### src/rtl/usb_pkg.sv
// Shared types and constants for the full-speed USB receive path.
package usb_pkg;

  typedef enum logic [1:0] {
    J   = 2'd0,
    K   = 2'd1,
    SE0 = 2'd2
  } line_sym_e;

  typedef enum logic [2:0] {
    IDLE  = 3'd0,
    SYNC  = 3'd1,
    DATA  = 3'd2,
    EOP   = 3'd3,
    ERROR = 3'd4
  } rx_state_e;

  localparam int STUFF_LIMIT_DEFAULT    = 6;
  localparam int SYNC_MIN_ZEROS_DEFAULT = 5;

  // Phase count at which a bit cell is sampled (centre of a 4-clock cell).
  localparam logic [1:0] SAMPLE_PHASE = 2'd2;

  // SE0 overrides the D+ level; otherwise D+ high is J, low is K.
  function automatic line_sym_e decode_symbol(input logic j, input logic se0);
    if (se0) begin
      return SE0;
    end else if (j) begin
      return J;
    end else begin
      return K;
    end
  endfunction

endpackage

### src/rtl/usb_rx_dpll.sv
// Bit-timing recovery: synchronizes the raw pad levels, decodes the line
// symbol and emits one sample strobe per bit cell, realigned on every edge.
module usb_rx_dpll
  import usb_pkg::*;
(
  input  logic      clk_48,
  input  logic      rst_n,
  input  logic      rx_j,
  input  logic      rx_se0,
  output logic      sample_stb,
  output line_sym_e symbol
);

  logic      jMeta_q;
  logic      jSync_q;
  logic      se0Meta_q;
  logic      se0Sync_q;
  line_sym_e symNow;
  line_sym_e sym_q;
  logic [1:0] phase_q;
  logic [1:0] phase_d;

  // Two-flop synchronizer; the line idles in J so reset to J levels.
  always_ff @(posedge clk_48) begin
    if (!rst_n) begin
      jMeta_q   <= 1'b1;
      jSync_q   <= 1'b1;
      se0Meta_q <= 1'b0;
      se0Sync_q <= 1'b0;
    end else begin
      jMeta_q   <= rx_j;
      jSync_q   <= jMeta_q;
      se0Meta_q <= rx_se0;
      se0Sync_q <= se0Meta_q;
    end
  end

  assign symNow = decode_symbol(jSync_q, se0Sync_q);

  // Any symbol change restarts the cell; otherwise the phase free-runs mod 4.
  always_comb begin
    phase_d = phase_q + 2'd1;
    if (symNow != sym_q) begin
      phase_d = 2'd0;
    end
  end

  // Phase counter and the symbol it is timing.
  always_ff @(posedge clk_48) begin
    if (!rst_n) begin
      phase_q <= 2'd0;
      sym_q   <= J;
    end else begin
      phase_q <= phase_d;
      sym_q   <= symNow;
    end
  end

  assign sample_stb = (phase_q == SAMPLE_PHASE);
  assign symbol     = sym_q;

endmodule

### src/rtl/usb_fs_rx.sv
// Full-speed USB receiver: NRZI decode, bit unstuffing, SYNC/EOP detection
// and LSB-first byte assembly on top of the recovered bit strobe.
module usb_fs_rx
  import usb_pkg::*;
#(
  parameter int SYNC_MIN_ZEROS = SYNC_MIN_ZEROS_DEFAULT,
  parameter int STUFF_LIMIT    = STUFF_LIMIT_DEFAULT
) (
  input  logic       clk_48,
  input  logic       rst_n,
  input  logic       rx_j,
  input  logic       rx_se0,
  output logic [7:0] rx_data,
  output logic       rx_valid,
  output logic       rx_active,
  output logic       rx_eop,
  output logic       rx_err
);

  localparam logic [3:0] StuffLim = 4'(STUFF_LIMIT);
  localparam logic [3:0] SyncMin  = 4'(SYNC_MIN_ZEROS);

  logic      sampleStb;
  line_sym_e sym;

  usb_rx_dpll u_dpll (
    .clk_48     (clk_48),
    .rst_n      (rst_n),
    .rx_j       (rx_j),
    .rx_se0     (rx_se0),
    .sample_stb (sampleStb),
    .symbol     (sym)
  );

  rx_state_e  state_q,    state_d;
  line_sym_e  lastSym_q,  lastSym_d;
  logic [3:0] zeroCnt_q,  zeroCnt_d;
  logic [3:0] onesCnt_q,  onesCnt_d;
  logic [2:0] bitCnt_q,   bitCnt_d;
  logic [7:0] shift_q,    shift_d;
  logic [7:0] rxData_q,   rxData_d;
  logic       rxValid_q,  rxValid_d;
  logic       rxActive_q, rxActive_d;
  logic       rxEop_q,    rxEop_d;
  logic       rxErr_q,    rxErr_d;
  logic       eopErr_q,   eopErr_d;
  logic [2:0] jRun_q,     jRun_d;
  logic       errSe0_q,   errSe0_d;
  logic       nrziBit;
  logic [7:0] shifted;

  // Receive FSM: acts only on sample strobes; strobes are pulsed for one cycle.
  always_comb begin
    state_d    = state_q;
    lastSym_d  = lastSym_q;
    zeroCnt_d  = zeroCnt_q;
    onesCnt_d  = onesCnt_q;
    bitCnt_d   = bitCnt_q;
    shift_d    = shift_q;
    rxData_d   = rxData_q;
    rxValid_d  = 1'b0;
    rxActive_d = rxActive_q;
    rxEop_d    = 1'b0;
    rxErr_d    = 1'b0;
    eopErr_d   = eopErr_q;
    jRun_d     = jRun_q;
    errSe0_d   = errSe0_q;
    nrziBit    = (sym == lastSym_q);
    shifted    = {nrziBit, shift_q[7:1]};

    if (sampleStb) begin
      if (sym != SE0) begin
        lastSym_d = sym;
      end
      case (state_q)
        IDLE: begin
          if (sym == K) begin
            state_d   = SYNC;
            zeroCnt_d = 4'd1;
            onesCnt_d = 4'd0;
          end
        end
        SYNC: begin
          if (sym == SE0) begin
            state_d   = IDLE;
            lastSym_d = J;
          end else if (!nrziBit) begin
            zeroCnt_d = (zeroCnt_q == 4'hF) ? zeroCnt_q : zeroCnt_q + 4'd1;
            onesCnt_d = 4'd0;
          end else if (zeroCnt_q >= SyncMin) begin
            state_d    = DATA;
            rxActive_d = 1'b1;
            onesCnt_d  = 4'd1;
            bitCnt_d   = 3'd0;
            eopErr_d   = 1'b0;
          end else begin
            state_d   = IDLE;
            lastSym_d = J;
          end
        end
        DATA: begin
          if (sym == SE0) begin
            state_d  = EOP;
            eopErr_d = (bitCnt_q != 3'd0);
            rxErr_d  = (bitCnt_q != 3'd0);
          end else if (onesCnt_q >= StuffLim) begin
            if (nrziBit) begin
              state_d    = ERROR;
              rxErr_d    = 1'b1;
              rxActive_d = 1'b0;
              jRun_d     = 3'd0;
              errSe0_d   = 1'b0;
            end else begin
              onesCnt_d = 4'd0;
            end
          end else begin
            onesCnt_d = nrziBit ? onesCnt_q + 4'd1 : 4'd0;
            shift_d   = shifted;
            if (bitCnt_q == 3'd7) begin
              rxData_d  = shifted;
              rxValid_d = 1'b1;
              bitCnt_d  = 3'd0;
            end else begin
              bitCnt_d = bitCnt_q + 3'd1;
            end
          end
        end
        EOP: begin
          if (sym != SE0) begin
            state_d    = IDLE;
            lastSym_d  = J;
            rxEop_d    = !eopErr_q;
            rxActive_d = 1'b0;
          end
        end
        ERROR: begin
          if (sym == SE0) begin
            errSe0_d = 1'b1;
            jRun_d   = 3'd0;
          end else if (sym == J) begin
            if (errSe0_q || (jRun_q == 3'd7)) begin
              state_d   = IDLE;
              lastSym_d = J;
            end else begin
              jRun_d = jRun_q + 3'd1;
            end
          end else begin
            jRun_d   = 3'd0;
            errSe0_d = 1'b0;
          end
        end
        default: begin
          state_d   = IDLE;
          lastSym_d = J;
        end
      endcase
    end
  end

  // State and output registers; reset drops any partial byte.
  always_ff @(posedge clk_48) begin
    if (!rst_n) begin
      state_q    <= IDLE;
      lastSym_q  <= J;
      zeroCnt_q  <= 4'd0;
      onesCnt_q  <= 4'd0;
      bitCnt_q   <= 3'd0;
      shift_q    <= 8'h00;
      rxData_q   <= 8'h00;
      rxValid_q  <= 1'b0;
      rxActive_q <= 1'b0;
      rxEop_q    <= 1'b0;
      rxErr_q    <= 1'b0;
      eopErr_q   <= 1'b0;
      jRun_q     <= 3'd0;
      errSe0_q   <= 1'b0;
    end else begin
      state_q    <= state_d;
      lastSym_q  <= lastSym_d;
      zeroCnt_q  <= zeroCnt_d;
      onesCnt_q  <= onesCnt_d;
      bitCnt_q   <= bitCnt_d;
      shift_q    <= shift_d;
      rxData_q   <= rxData_d;
      rxValid_q  <= rxValid_d;
      rxActive_q <= rxActive_d;
      rxEop_q    <= rxEop_d;
      rxErr_q    <= rxErr_d;
      eopErr_q   <= eopErr_d;
      jRun_q     <= jRun_d;
      errSe0_q   <= errSe0_d;
    end
  end

  assign rx_data   = rxData_q;
  assign rx_valid  = rxValid_q;
  assign rx_active = rxActive_q;
  assign rx_eop    = rxEop_q;
  assign rx_err    = rxErr_q;

endmodule

### config.mk
export PLATFORM = sky130hd
export DESIGN_NAME = usb_fs_rx
export DESIGN_NICKNAME = d
export VERILOG_FILES = /design/src/rtl/usb_pkg.sv /design/src/rtl/usb_rx_dpll.sv /design/src/rtl/usb_fs_rx.sv
export SDC_FILE = /design/constraint.sdc
export NUM_CORES = 1
export LEC_CHECK = 0
export CAP_MARGIN = 20
export CORE_MARGIN = 3
export CORE_UTILIZATION = 40
export DETAILED_ROUTE_END_ITERATION = 8
export PLACE_DENSITY_LB_ADDON = 0.15
export SLEW_MARGIN = 20
export SYNTH_ARGS = -nofsm -noshare
export SYNTH_HDL_FRONTEND = slang
export SYNTH_HIERARCHICAL = 1
export SYNTH_SLANG_ARGS = --single-unit
### constraint.sdc
create_clock -name clk_48 -period 2.06 [get_ports clk_48]
set_input_delay 0.412 -clock clk_48 [delete_from_list [all_inputs] [get_ports clk_48]]
set_output_delay 0.412 -clock clk_48 [all_outputs]
set_load 0.05 [all_outputs]
[After elaboration in Yosys (flattened, before gate mapping)]
Index checks and enable logic that the tools add are counted.
Storage, ports and cells
  flip-flop bits (word level): 49
  bits in latches: 0
  memory bits (writable): 0
  bits in read-only memories: 0
  bits of input ports: 4
  output and inout bits: 12
  logic and storage cells: 163
  memories kept: 0
Operators by class
  add/sub/neg operators: 5
  multiply operators: 0
  divide/modulo/power cells: 0
  $lt $le $gt $ge: 2
  eq/ne operators: 35
  shift-type cells: 0
  muxes and demuxes: 71
  bitwise gates (word level): 5
  reductions and logical operators: 25
Operator list (number)
  two-way mux 3 bit: 22
  two-way mux 4 bit: 12
  != test 2 bit, second input constant: 16
  AND reduction 6 bit: 4
  two-way mux 2 bit: 10
  two-way mux 1 bit: 18
  != test 3 bit, second input constant: 6
  AND reduction 9 bit: 2
  case mux 3 bit (5 select lines): 1
  AND reduction 7 bit: 2
  case mux 3 bit (2 select lines): 2
  case mux 4 bit (3 select lines): 1
  == test 3 bit, second input constant: 3
  nonzero test 3 bit: 3
  adder 4 x 1 -> 4 bit, second input constant: 2
  >= comparator 4 x 3 -> 1 bit, second input constant: 2
  case mux 2 bit (4 select lines): 1
  case mux 4 bit (2 select lines): 1
  AND reduction 4 bit: 2
  adder 3 x 1 -> 3 bit, second input constant: 2
  == test 3 x 2 -> 1 bit, second input constant: 2
  nonzero test 2 bit: 3
  NOT 1 bit: 5
  AND reduction 5 bit: 1
  17 further kinds: 20

[Depth between registers and ports, before layout]
Gate-level depths: netlist of run 1.
  depth after elaboration: 6
  depth in mapped cells: 8
  mapped depth without buffers: 7

[Cells and area by module]
Netlist of run 1, hierarchy kept.
Modules (own cells, without submodules)
  usb_fs_rx: instances 1, cells an instance 268, area an instance 2245.9 sq um, sequential area each 800.8 sq um
  usb_rx_dpll: instances 1, cells an instance 23, area an instance 292.8 sq um, sequential area each 160.2 sq um

[Least setup slack after synthesis of run 1]
Ideal clock, no wire load.
  path kind: register -> register
  start: register jRun_q[0]
  end: register state_q[2]
  library setup time: 0.070 ns
  arrival time: 1.796 ns
  data required time: 1.990 ns
  path slack: 0.194 ns
  cell stages (with the launch flop): 8
  path buffers: 0
  clock period less this slack: 1.866 ns
  cells stage by stage: dfxtp_1 > ha_1 > ha_1 > nor2_1 > o31ai_2 > or3b_1 > or4_1 > a21boi_1
On the way
  cells in the longest elaborated chain, start to end: 4
Ends and longest elaborated chain
  from (decl): RTL line usb_fs_rx.sv:47  | logic [2:0] jRun_q, jRun_d;
  from (signal assigned): RTL line usb_fs_rx.sv:190  | jRun_q <= jRun_d;
  == test 3 bit: RTL line usb_fs_rx.sv:141  | if (errSe0_q || (jRun_q == 3'd7)) begin
  logical OR 1 bit: RTL line usb_fs_rx.sv:141
  != test 2 bit (no source line)
  AND reduction 9 bit (no source line)
  to (signal assigned): RTL line usb_fs_rx.sv:178  | state_q <= state_d;
  to (decl): RTL line usb_fs_rx.sv:35  | rx_state_e state_q, state_d;
Every way passes these cells.
A chain may end at the register's enable or synchronous reset.

[Final worst setup path of run 1]
Same ends and word-level chain as after synthesis.

==> flow_summary.yaml, run 1 <==
status:
  status: "finished, final reports clean"
global_route:
  grt_first_pass_wirelength_mm: 9.33
  gr-usage-all-layers_pct: 15.4
  grt_max_degree: 34
  grt_overflow: 0
  grt_pass1_vias: 2039
  antenna_found_initial: 0
route:
  post_drt_via_cell_ratio: 5.30
  remaining_drc_errors: 0
  dr_total_vias: 2104
  firstDrtPassIters: 4
  antenna_left: 0
  drt_wl_total_mm: 5.30
  wire_per_inst_um: 13.4
  drt-initial-drc-count: 149
setup_path:
  required_ps: 2290
  cp.arrival_ps: 2250
  cp-start-kind: "flip-flop"
  cp-end-kind: "flip-flop"
  path_class: "reg -> reg"
  crit_path_max_fanout: 3
placed_design:
  portBuffers: 15
  gp_routability_congestion: 0.879
  detailedPlace.worstSlack_ps: 67.0
  hpwlAfterDp_mm: 3.93
power_and_ir_drop:
  p_leak_nw: 1.07
  p_per_area_nw_per_um2: 610
  peakVddDrop_uv: 450
logic_synthesis:
  ys_seq_area_share_pct: 37.9
  synth_edf_count: 0
  yosys.area.top_type_share_pct: 37.9
  synth_area_leader_cell: "dfxtp_1"
  postSynthAreaPerCell_um2: 8.72
  synth_xor_area_share_pct: 1.03
  synth_mux_area_share_pct: 4.34
  synth_seq_cells: 48
  synth_flop_cell: "dfxtp_1"
  async_reset_ff_share_pct: 0
  synth_fa_ha_area_share_pct: 5.42
  synth_cell_types: 56
  synth-compound-area-share_pct: 19.2
  synth_fp_nets: 306
  ys.warnings.count: 6
  synth.cell_area_um2: 2540
  synth-simple-area-share_pct: 26.9
  syn_inst: 291
  synthTopCellsByArea: "dfxtp_1 38%, ha_1 5.4%, mux2i_1 4.3%"
  synth_top_family_by_area: "simple AND/OR/NAND/NOR gates"
sta:
  skew_ps: 4.94
  fmax_mhz: 497
  tightest_slew_ps: 628
  grt_setup_unrepaired: "yes"
  drv_slew: 0
  fin_crit_sh_pct: 97.8
  hold_violations: 0
  slew_headroom_pct: 57.0
  report.final.setup_viol: 0
  setup_ws_ps: 46.2
  period_minus_slack_ps: 2010
cells_and_area:
  seqCellArea_um2: 961
  antenna_cells: 0
  n_fill_cell: 595
  nNetsFinal: 336
  multiInputGateArea_um2: 1460
  drive_above_1_share_pct: 14.3
  post-route-util_pct: 50.5
  synthToLayoutAreaGrowth_pct: 19.8
floorplan:
  die_x_um: 85.7
  dieArea_um2: 7340
  die_h_um: 85.7
  initial_core_util_pct: 42.1
  io_pins: 16
  rows: 28
  core_um2: 6030
clock_tree:
  cts_tree: "yes"
  post-cts-setup-buffers: 0
  clk_latency_ps: 300
  cts_root_buffer: "clkbuf_8"
  numCtsBuffers: 5
  clkTransAtPathRegs_ps: 90
  clkSinkCount: 48
  clock_path_buffers: 2
  cts_max_level: 2
hold_path:
  hold_path.class: "reg -> reg"
flow_run:
  maxCapViolCount: 0
## sequential cells by signal, indices dropped and copies added (netlist names), 2 cells and up
name / count
bitCnt_q: 3
jRun_q: 3
lastSym_q: 2
onesCnt_q: 4
rx_data: 8
shift_q: 7
state_q: 3
u_dpll/phase_q: 2
u_dpll/symbol: 2
zeroCnt_q: 4
## per-stage QoR
stage	power, mW	TNS [ps]	instance area [um2]	cells	hold slack [ps]
3_5_place_dp	1.06	0	2890	389	393
4_1_cts	1.88	0	3030	397	417
5_1_grt	1.93	-282	3040	397	434
3_3_place_gp	1.06	0	2890	389	388
2_1_floorplan	1.02	0	2540	291	385
6_report	1.86	0	3040	397	410
## worst max-delay path, stage by stage, from the launching register on
cell      delay [ps]
dfxtp_1          360
ha_1             150
ha_1             140
nor2_1            50
o31ai_2          220
or3b_1           390
or4_1            490
a21boi_1         150
## where the power goes
| group | internal (mW) | total (mW) | switching, mW |
|---|---|---|---|
| clock network | 0.489 | 0.819 | 0.330 |
| logic | 0.0447 | 0.0948 | 0.0501 |
| registers | 0.936 | 0.941 | 0.00533 |
## Yosys cell counts, types with 8 or more instances
library cell	number
a21oi_1	11
ha_1	11
nor2_1	14
mux2i_1	11
nand2b_1	9
nand2_1	29
clkbuf_1	8
nor2b_1	9
inv_1	10
dfxtp_1	48
nand3_1	21
o21ai_0	18
a21boi_0	14
## placed cells by master, fill, tap and decap left out, types with 5 or more instances in the layout
cell type	synthesis	layout
ha_1	11	11
dfxtp_1	48	48
a21boi_0	14	14
clkbuf_8	0	5
nand2b_1	9	9
nand3_1	21	21
nor2b_1	9	9
nand2_1	29	29
nor2_1	14	14
a21oi_1	11	11
inv_1	10	10
mux2i_1	11	11
clkdlybuf4s50_1	0	15
buf_4	3	24
o21ai_0	18	18
## timing repair
item | CTS | global route
endpoints found under the setup margin | 0 | 9
resized for setup | 0 | 2
hold buffers | 0 | 0
## cell type report
cell class / instances / area share [%]
multi-input combinational: 216 / 48.0
clock inverter: 3 / 2.26
tap: 75 / 3.09
sequential: 48 / 31.6
inverter: 10 / 1.23
clock buffer: 5 / 2.26
timing repair buffer: 40 / 11.5
## path summary, 6_finish.rpt
check                    to            from  slack [ps]  cells after the start
max              state_q[2]       jRun_q[0]          50                      7
min          u_dpll/jSync_q  u_dpll/jMeta_q         410                      1
max reg2reg      state_q[2]       jRun_q[0]          50                      7
min reg2reg  u_dpll/jSync_q  u_dpll/jMeta_q         410                      1
## kinds of logic after synthesis
family,count (synthesis)
simple gates,122
fa+ha+maj,11
flops,48
buf+inv,27
compound gates,69
xor+xnor,3
mux,11
## metal layers
layer	track usage, %	wire length, um	up-vias
met1	22.2	2780	970
met3	2.69	161	8
li1	-	-	1099
met5	0	0	-
met4	5.18	82	0
met2	23.2	2280	27
Power figures use the tool's default switching activity.
==> inputs of run 2 (changes only) <==
Settings changed: CORE_MARGIN 3 to 5.
==> flow_summary.yaml, run 2 (same netlist as run 1, synthesis figures left out) <==
status:
  status: "finished, final reports clean"
cells_and_area:
  largest_reg_flops: 8
  antenna_cells: 0
  synthToLayoutAreaGrowth_pct: 18.6
  drive_above_1_share_pct: 16.5
  post-route-util_pct: 48.0
  layout_common_cells: "46 x dfxtp_1, 29 x nand2_1, 25 x buf_4"
  nNetsFinal: 337
  mostFrequentLayoutCell: "dfxtp_1"
  layout.cells.non_filler: 399
  finalInstanceArea_um2: 3010
clock_tree:
  cts_tree: "yes"
  clock_path_buffers: 2
  clkTransAtPathRegs_ps: 90
  cts_root_buffer: "clkbuf_8"
  clkSinkCount: 48
  cts_max_level: 2
  numCtsBuffers: 5
  clk_latency_ps: 300
floorplan:
  dieArea_um2: 8040
  die_x_um: 89.7
  rows: 29
  io_pins: 16
  die_h_um: 89.7
  core_um2: 6280
  initial_core_util_pct: 40.4
sta:
  fin_setup_tns_ps: 0
  tightest_slew_ps: 551
  drv_slew: 0
  fin_crit_sh_pct: 92.2
  slew_headroom_pct: 62.3
  period_minus_slack_ps: 1900
  fmax_mhz: 526
  hold_violations: 0
  skew_ps: 6.85
  grt_setup_unrepaired: "no"
  report.final.setup_viol: 0
  hold_slack_ps: 409
placed_design:
  place_inst: 391
  portBuffers: 15
  gp_routability_congestion: 0.791
  placed_cell_area_um2: 2890
  hpwlAfterDp_mm: 3.96
setup_path:
  cp-start-kind: "flip-flop"
  crit_path_max_fanout: 4
  cp.arrival_ps: 2080
  crit_start: "zeroCnt_q[1]"
  cp-end-kind: "flip-flop"
  r2r-start: "zeroCnt_q[1]"
  required_ps: 2250
  path_class: "reg -> reg"
route:
  wire_per_inst_um: 13.5
  antenna_left: 0
  drt-initial-drc-count: 125
  drt_wl_total_mm: 5.37
  post_drt_via_cell_ratio: 5.29
  dr_total_vias: 2109
  remaining_drc_errors: 0
  firstDrtPassIters: 4
power_and_ir_drop:
  p_leak_nw: 1.05
  p_per_area_nw_per_um2: 526
  peakVddDrop_uv: 330
global_route:
  grt_first_pass_wirelength_mm: 9.31
  grt_max_degree: 24
  grt_overflow: 0
  antenna_found_initial: 0
  grt_pass1_vias: 1959
  grt_busiest_layer: "met2"
  gr-usage-all-layers_pct: 14.7
  grtUsageMet2_pct: 23.3
  grtUsageMet3_pct: 2.46
  use_met1_pct: 20.5
flow_run:
  maxCapViolCount: 0
hold_path:
  hold_path.class: "reg -> reg"
  worstHoldStart: "u_dpll/jMeta_q"
## run 2: cell count changes in the layout (fill, tap and decap cells not counted), moves of 2 or more
cell and change:
a21oi_2 +2, bufinv_16 -2, dfxtp_2 +2, dfxtp_1 -2, a21oi_1 -2
## run 2: layer usage
layer / up-vias / wire, um
li1: 1098 / -
met1: 981 / 2820
met2: 23 / 2370
met3: 7 / 109
met5: - / 0
met4: 0 / 75
## run 2: cell type report
cell class | count | area [um2]
clock inverters | 2 | 12.5
flip-flops and latches | 48 | 963
inverters | 10 | 37.5
multi-input cells | 216 | 1480
well taps | 77 | 96.3
clock buffers | 5 | 68.8
fillers | 611 | 3270
repair buffers | 41 | 358
## run 2: worst max-delay path, stage by stage, from the launching register on
cell and delay, ps:
dfxtp_1 390, inv_1 80, ha_1 170, nand2b_1 180, a2111oi_0 570, nor2_1 110, o21ai_0 190, a21oi_1 90
## run 2: worst paths after layout
check              endpoint  cells after the start  slack [ps]
max            lastSym_q[1]                      7         160
min          u_dpll/jSync_q                      1         410
max reg2reg    lastSym_q[1]                      7         160
min reg2reg  u_dpll/jSync_q                      1         410
## run 2: what timing repair did
action                                 4_1_cts  5_1_grt
hold buffers                                 0        0
setup endpoints to repair                    0       21
endpoints found under the hold margin        0        0
buffers inserted                             0        1
gates resized for setup                      0       10
## run 2: power by group
part           leakage [nW]  internal [mW]  switching (mW)
clock network        0.0400          0.230           0.314
registers             0.389          0.936         0.00637
logic                 0.626         0.0470          0.0498
## run 2: per-stage QoR
step | worst slack [ps] | power, mW
after floorplan | 194 | 1.02
after global placement | 149 | 1.06
after detailed placement | 115 | 1.06
after CTS | 92.0 | 1.62
after global routing | 27.8 | 1.66
final | 160 | 1.58
==> inputs of run 3 (changes only) <==
Settings changed: ABC_AREA set to 1.
==> flow_summary.yaml, run 3 <==
logic_synthesis:
  synth_cell_types: 33
  synth.cell_area_um2: 2510
  syn_inst: 360
  async_reset_ff_share_pct: 0
  synth_fp_nets: 375
  synthTopCellsByArea: "dfxtp_1 38%, nand2_1 12%, nor2_1 8.5%"
  synth_edf_count: 0
  postSynthAreaPerCell_um2: 6.97
  synth_flop_cell: "dfxtp_1"
  ys.warnings.count: 6
  yosys.cell_count.top_type: "nand2_1"
  ys_seq_area_share_pct: 38.3
  synth_seq_cells: 48
  yosys.area.top_type_share_pct: 38.3
  synth_area_leader_cell: "dfxtp_1"
  synthTopCellsByCount: "82 x nand2_1, 57 x nor2_1, 48 x dfxtp_1"
setup_path:
  cpLargestDelayFamily: "buffers and inverters"
  crit_path_cell_trace: "clkdlybuf4s50_1"
  cp-start-kind: "flip-flop"
  cp_slowest_stage_delay_ps: 810
  crit_path_max_fanout: 2
  critPathBufInv: 1
  critPathSlowestCell: "clkdlybuf4s50_1"
  cp-end-kind: "output pin"
  path_class: "reg -> out"
  required_ps: 1650
  cp.arrival_ps: 1490
global_route:
  antenna_found_initial: 0
  grt_overflow: 0
  gr-usage-all-layers_pct: 15.2
  grt_max_degree: 17
  grt_first_pass_wirelength_mm: 9.43
  grt_pass1_vias: 2065
sta:
  slew_headroom_pct: 66.6
  setup_ws_ps: 162
  fmax_mhz: 527
  grt_setup_unrepaired: "no"
  tightest_slew_ps: 500
  report.final.setup_viol: 0
  hold_violations: 0
  fin_crit_sh_pct: 92.1
  skew_ps: 5.72
  drv_slew: 0
  fin_setup_tns_ps: 0
  period_minus_slack_ps: 1900
placed_design:
  place_inst: 452
  detailedPlace.worstSlack_ps: 196
  hpwlAfterDp_mm: 4.11
  portBuffers: 15
  gp_routability_congestion: 0.797
  placed_cell_area_um2: 2780
clock_tree:
  numCtsBuffers: 5
  clk_latency_ps: 310
  cts_max_level: 2
  clock_path_buffers: 2
  post-cts-setup-buffers: 0
  cts_root_buffer: "clkbuf_8"
  cts_tree: "yes"
  clkTransAtPathRegs_ps: 90
  clkSinkCount: 48
floorplan:
  die_x_um: 89.2
  rows: 28
  io_pins: 16
  die_h_um: 89.2
  dieArea_um2: 7960
  initial_core_util_pct: 41.7
  core_um2: 6030
cells_and_area:
  finalInstanceArea_um2: 2920
  layout_common_cells: "81 x nand2_1, 56 x nor2_1, 48 x dfxtp_1"
  mostFrequentLayoutCell: "nand2_1"
  layout.cells.non_filler: 460
  n_fill_cell: 638
  synthToLayoutAreaGrowth_pct: 16.3
  nNetsFinal: 399
  drive_above_1_share_pct: 12.7
  antenna_cells: 0
  largest_reg_flops: 8
  post-route-util_pct: 48.4
status:
  status: "finished, final reports clean"
route:
  wire_per_inst_um: 11.9
  dr_total_vias: 2199
  remaining_drc_errors: 0
  post_drt_via_cell_ratio: 4.78
  antenna_left: 0
  firstDrtPassIters: 4
  drt-initial-drc-count: 168
  drt_wl_total_mm: 5.46
flow_run:
  maxCapViolCount: 0
hold_path:
  hold_path.class: "reg -> reg"
power_and_ir_drop:
  p_leak_nw: 1.28
  p_per_area_nw_per_um2: 642
  peakVddDrop_uv: 346
[run 3: timing repair]
action	4_1_cts	5_1_grt
hold buffers	0	0
gates resized for setup	0	3
setup endpoints to repair	0	10
[run 3: power breakdown]
group          leakage, nW  switching, mW  internal, mW  total, mW
combinational        0.826         0.0623        0.0330     0.0954
clock               0.0687          0.344         0.489      0.833
sequential           0.388        0.00679         0.937      0.944
[run 3: through the flow]
| stage | power, mW | hold slack, ps |
|---|---|---|
| after floorplan | 1.03 | 385 |
| after global placement | 1.06 | 389 |
| after detailed placement | 1.06 | 400 |
| after CTS | 1.90 | 419 |
| after global routing | 1.96 | 442 |
| final | 1.87 | 411 |
[run 3: per-layer routing]
metal / vias to the layer above / track usage, % / routed length (um)
li1: 1186 / - / -
met1: 975 / 20.1 / 2810
met2: 30 / 24.8 / 2420
met3: 8 / 3.41 / 142
met4: 0 / 4.47 / 91
met5: - / 0 / 0
[run 3: kinds of logic after synthesis]
group	count (synthesis)	share of synthesized area (%)
compound gates	53	11.4
xor+xnor	2	0.698
buf+inv	56	8.87
flops	48	38.3
fa+ha+maj	11	5.48
simple gates	190	35.3
[run 3: final cells by class]
class	instances	area (um2)	area share, %
Multi-Input combinational cell	256	1330	45.6
Sequential cell	48	961	32.9
Inverter	52	199	6.82
Timing Repair Buffer	21	195	6.69
Tap cell	75	93.8	3.22
Clock buffer	5	68.8	2.36
Clock inverter	3	68.8	2.36
[run 3: worst paths after layout]
path / from / end / slack, ps / cells past startpoint
worst min-delay path: u_dpll/phase_q[0] / u_dpll/phase_q[0] / 410 / 1
worst max-delay path: rx_data[7] / rx_data[7] / 160 / 1
worst min register to register: u_dpll/phase_q[0] / u_dpll/phase_q[0] / 410 / 1
worst max register to register: onesCnt_q[0] / rx_data[4] / 310 / 10
